`src/rtl/branch_target_predictor.sv`:
```
// branch_target_predictor: fetch PC unit with a direct-mapped BTB, 2-bit direction counters,
// misprediction redirect and saturating branch statistics.
module branch_target_predictor #(
    parameter logic [31:0] PC_INIT = 32'h0,
    parameter int          ENTRIES = 16
) (
    input  logic        CLK,
    input  logic        nRST,
    input  logic        pc_en,
    output logic [31:0] pc,
    output logic        pred_taken,
    output logic [31:0] pred_target,
    input  logic        res_valid,
    input  logic [31:0] res_pc,
    input  logic        res_is_cond,
    input  logic        res_taken,
    input  logic [31:0] res_target,
    input  logic        res_pred_taken,
    input  logic [31:0] res_pred_target,
    output logic        mispredict,
    output logic [31:0] stat_branches,
    output logic [31:0] stat_mispred
);
    localparam int IDX_W = $clog2(ENTRIES);
    localparam int TAG_W = 30 - IDX_W;

    logic             valid_q  [ENTRIES];
    logic [TAG_W-1:0] tag_q    [ENTRIES];
    logic [29:0]      target_q [ENTRIES];
    logic [1:0]       ctr_q    [ENTRIES];
    logic [31:0]      pc_q, pc_d, br_q, br_d, mp_q, mp_d;
    logic [IDX_W-1:0] idx, ridx;
    logic             hit, rhit, wr_en;
    logic [1:0]       rctr, wr_ctr;
    logic [29:0]      wr_target;

    assign idx         = pc_q[IDX_W+1:2];
    assign hit         = valid_q[idx] && (tag_q[idx] == pc_q[31:IDX_W+2]);
    assign pred_taken  = hit & ctr_q[idx][1];
    assign pred_target = hit ? {target_q[idx], 2'b00} : 32'h0;
    assign ridx        = res_pc[IDX_W+1:2];
    assign rhit        = valid_q[ridx] && (tag_q[ridx] == res_pc[31:IDX_W+2]);
    assign rctr        = ctr_q[ridx];
    assign mispredict  = res_valid & ((res_taken != res_pred_taken) |
                                      (res_taken & (res_target != res_pred_target)));
    assign pc            = pc_q;
    assign stat_branches = br_q;
    assign stat_mispred  = mp_q;

    always_comb begin
        pc_d = mispredict ? (res_taken ? res_target : res_pc + 32'd4)
             : pc_en ? (pred_taken ? pred_target : pc_q + 32'd4) : pc_q;
        br_d = (res_valid && br_q != 32'hFFFF_FFFF) ? br_q + 32'd1 : br_q;
        mp_d = (mispredict && mp_q != 32'hFFFF_FFFF) ? mp_q + 32'd1 : mp_q;
        // Allocate only on taken misses; a not-taken miss leaves the table alone.
        wr_en = res_valid & (rhit | res_taken);
        wr_ctr = !rhit ? (res_is_cond ? 2'b10 : 2'b11)
               : !res_is_cond ? 2'b11
               : res_taken ? (rctr == 2'b11 ? rctr : rctr + 2'd1)
               : (rctr == 2'b00 ? rctr : rctr - 2'd1);
        wr_target = (rhit & !res_taken) ? target_q[ridx] : res_target[31:2];
    end

    always_ff @(posedge CLK or negedge nRST) begin
        if (!nRST) begin
            pc_q <= PC_INIT;
            br_q <= '0;
            mp_q <= '0;
            for (int i = 0; i < ENTRIES; i++) begin
                valid_q[i]  <= 1'b0;
                tag_q[i]    <= '0;
                target_q[i] <= '0;
                ctr_q[i]    <= 2'b01;
            end
        end else begin
            pc_q <= pc_d;
            br_q <= br_d;
            mp_q <= mp_d;
            if (wr_en) begin
                valid_q[ridx]  <= 1'b1;
                tag_q[ridx]    <= res_pc[31:IDX_W+2];
                target_q[ridx] <= wr_target;
                ctr_q[ridx]    <= wr_ctr;
            end
        end
    end
endmodule

```
`config.mk`:
```
export PLATFORM = sky130hd
export DESIGN_NAME = branch_target_predictor
export DESIGN_NICKNAME = d
export VERILOG_FILES = /design/src/rtl/branch_target_predictor.sv
export SDC_FILE = /design/constraint.sdc
export NUM_CORES = 2
export LEC_CHECK = 0
export ABC_AREA = 1
export CORE_AREA = 2 2 365 367
export DETAILED_ROUTE_END_ITERATION = 7
export DIE_AREA = 0 0 367 369
export PLACE_DENSITY_LB_ADDON = 0.2
export RECOVER_POWER = 25
export SETUP_SLACK_MARGIN = 0.05
export SLEW_MARGIN = 0
export SYNTH_ARGS = -nofsm -noshare
export SYNTH_HDL_FRONTEND = slang
export SYNTH_SLANG_ARGS = --single-unit
```
`constraint.sdc`:
```
create_clock -name CLK -period 3.7 [get_ports CLK]
set_input_delay 0.925 -clock CLK [delete_from_list [all_inputs] [get_ports CLK]]
set_output_delay 0.925 -clock CLK [all_outputs]
set_load 0.05 [all_outputs]
```
==> metrics.txt <==
result of the run finished with violations; failing checks max-capacitance violations, max-slew violations, negative setup slack; main combinational cell family by area after synthesis simple AND/OR/NAND/NOR gates; Cell variety after synth 51; slew at the pin with the worst max-slew slack roughly 2200 ps; critical path, cell by cell buf_12 -> clkbuf_16 -> buf_12 -> nor2_1 -> nor2_1 -> nand2_1 -> nand2_1 -> nand2_1 -> nand2_2 -> inv_1 -> nand2_1 -> nand2_1 -> nand4_1 -> nor2_1 -> nand3_2 -> nor2_4 -> inv_4 -> buf_6 -> nor3_4 -> buf_12; path type of the worst min-delay path reg2reg; vias per cell just under 6; Setup Total Neg Slack -27500 ps; post-route non-filler standard cell count 11600; overflow left after global routing 0; TritonRoute pass-1 iters 7; adder-cell share of the synthesized area 0.00140; remaining design rule violation count 0; kind of critical path reg2out; post-synthesis to final-layout area growth 23.2%; Synth Area in XOR/XNOR 0.0168; Placeable Area around 130000 um^2; clock tree buffer depth 3; max-slew violation count 190; async set-reset flop share out of synthesis 1.00; largest stage delay on the critical path 500 ps; Max Cap Viol 5; row cnt roughly 130; area fraction in and, or, nand and nor cells after synthesis 0.319; clock tree from TritonCTS built; CP Data Arrival Time about 3700 ps; total routing resource utilization after global routing 0.388; fraction of layout instances using a drive strength above 1 0.120; CP required 2770 ps; fraction of synthesized area in multiplexers 0; CTS clock-pin slew for the worst setup and hold paths 60 ps; # fillers 12200; final worst slack -919 ps; Rel. slew slack -0.491; worst-path maximum fanout 14; number of global-route vias before repair roughly 63000; total wire length 272 mm; clock latency at the later pin of the worst-skew pair 800 ps; clk root buf clkbuf_16; commonest register cell after synthesis dfrtp_1; final RePlAce weighted congestion 1.03; worst-case hold slack 473 ps; post-route clock skew 65.9 ps; Max stage delay cell, worst path dfrtp_4; areal power density over the cells about 550 nW/um^2; pre-CTS setup slack -620 ps; post-synthesis sequential area ratio 0.416; routed wirelength normalized by instance count 23.5 um; FF+latch count, synth 1040; average instance area after synthesis 6.69 um^2; fin crit share 1.25; count of buffer and inverter cells on the critical path 7; number of buffers inserted during clock tree synthesis 118; total number of vias 68400; cell area after technology mapping 62600 um^2; starting DRC count in detailed routing 10200; cell mode on critical path nand2_1; Die Width 367 um; # IOs 233; setup repair after global routing missed its margin true; kind of start point of the critical path flop; maximum ir drop on the vdd rail 0.492 mV; largest net degree at the start of global routing 157; hold violation count in the final report 0; count of input and output buffers 230; starting density of the core 0.477; first-pass GRT wire length 399 mm; number of antenna violations at the first check in global routing 13; YS warnings 0; Achievable Freq about 220 MHz; NumNets Final 9855; count of clock tree sinks 1040; total half-perimeter wirelength after legalization and detailed placement roughly 180 mm; Min Clock Period, post-route 4620 ps; number of synthesized flops with an enable pin 0; number of instances in the synthesized netlist 9360; family with the most delay on the worst path simple AND/OR/NAND/NOR gates; hold-fix buffers at CTS 0; count of nets left with antenna violations after detail routing 0; Post-Route Utilization 0.588; compound-cell area share of the yosys netlist 0.155; vertical die dimension 369 um; endpoints failing setup 31; post-placement cell count 11300; Critical Path End Type primary output; Leakage Power 38.4 nW; die area 135000 um^2; H-tree depth 3
## report_power, final
group | internal [W] | switching (W) | leakage, nW
registers | 0.0135 | 0.00170 | 13.3
clock network | 0.00731 | 0.00514 | 2.00
logic | 0.00535 | 0.00953 | 23.1
total | 0.0261 | 0.0164 | 38.4
## sequential cells by signal, indices dropped and copies added, names as in the netlist
| register | count |
|---|---|
| stat_mispred | 32 |
| stat_branches | 32 |
| target_q | 480 |
| tag_q | 416 |
| pc | 32 |
| ctr_q | 32 |
| valid_q | 16 |
## kinds of logic after synthesis
kind of cell | Yosys count
xor gates and xnor gates | 120
AOI/OAI and AO/OA | 1812
and+or+nand+nor | 5023
adders and majority gates | 7
DFF | 1040
other | 1
buffers and inverters | 1357
## worst register-to-register path, stage by stage (launching register included)
cell and delay, ps:
dfrtp_4 440, buf_12 150, buf_12 150, buf_4 150, buf_4 440, nor2_1 110
a21oi_1 120, o21ai_0 100, a22o_1 280, a31oi_2 270, buf_12 170, buf_4 280
nand3_1 180, buf_12 190, o21ai_0 230, o22ai_1 110
## cells in the final DEF, fill, tap and decap left out, types with 8 or more instances in the layout
master	count
nand2_1	3736
o21ai_0	1130
dfrtp_1	1020
inv_1	641
nor2_1	548
buf_4	461
a21oi_1	416
nand3_1	389
buf_12	198
clkdlybuf4s50_1	161
clkbuf_16	130
o211ai_1	118
xor2_1	91
nand2_2	65
nand4_1	64
nor3_1	58
nand3_2	42
clkbuf_1	41
nor2_4	37
o21ai_1	36
a211oi_1	34
buf_6	33
inv_2	28
clkbuf_8	28
xnor2_1	26
nor4_1	24
nand3_4	20
clkinv_2	19
nor2_2	18
a22oi_1	16
dfstp_2	16
dlymetal6s2s_1	15
o311ai_0	14
dlygate4sd2_1	14
bufinv_16	12
diode_2	11
buf_8	11
o22ai_1	10
nand3b_1	8
## path summary, 6_finish.rpt
path                              from         endpoint  slack [ps]  cells past startpoint
max                              pc[2]  pred_target[18]        -920                     20
min                        valid_q[14]      valid_q[14]         470                      2
max reg2reg                      pc[2]            pc[0]         190                     15
min reg2reg                valid_q[14]      valid_q[14]         470                      2
max in group asynchronous         nRST    target_q[105]           0                      3
min in group asynchronous         nRST       tag_q[397]         630                      1
## per-stage QoR
stage               cell area (um^2)  power [W]
floorplan                      62900     0.0226
global placement               71700     0.0287
detailed placement             71700     0.0290
CTS                            76100     0.0416
global route                   77100     0.0444
finish                         77100     0.0425
## Yosys cell counts (7+ instances only)
library cell,number,area [um^2]
a211oi_1,35,263
nand4_1,64,400
nor2_1,599,2250
o311ai_0,22,193
xor2_1,93,815
nor3_1,61,305
nand3_1,439,2200
xnor2_1,27,236
dfrtp_1,1024,25600
a21oi_1,420,2100
buf_4,36,270
buf_2,244,1220
nor4_1,24,150
o211ai_1,118,886
inv_1,661,2480
buf_1,42,158
nand3b_1,8,60.1
nand2_1,3795,14200
dfstp_2,16,420
o21ai_1,27,135
buf_6,33,372
inv_2,16,60.1
a22oi_1,16,120
clkbuf_1,318,1190
nand2_2,7,43.8
o21ai_0,1139,5700
nand3_4,10,175
o22ai_1,10,62.6
ha_1,7,87.6
## timing repair
action	in CTS	in global routing
pin swaps	26	68
resized for setup	88	184
endpoints found under the setup margin	35	916
setup buffers	8	21
cloned	3	14
## area by class of cell
type                    count  area [um^2]  share of cell area
well taps                1755         2200              0.0285
flip-flops and latches   1040        26100               0.338
clock inverters            38          598             0.00776
repair buffers            937        10500               0.136
clock buffers             178         3480              0.0451
diodes                     11         27.5            0.000357
repair inverters            1         8.76            0.000114
multi-input cells        6964        31700               0.411
inverters                 683         2610              0.0338
## routing by layer
metal / track usage / vias up / wire (um)
li1: - / 30600 / -
met1: 0.501 / 32200 / 102000
met2: 0.564 / 4592 / 115000
met3: 0.111 / 962 / 34700
met4: 0.255 / 10 / 20700
met5: 0.00819 / - / 197
Note: power is estimated with default switching activity, not from simulation.
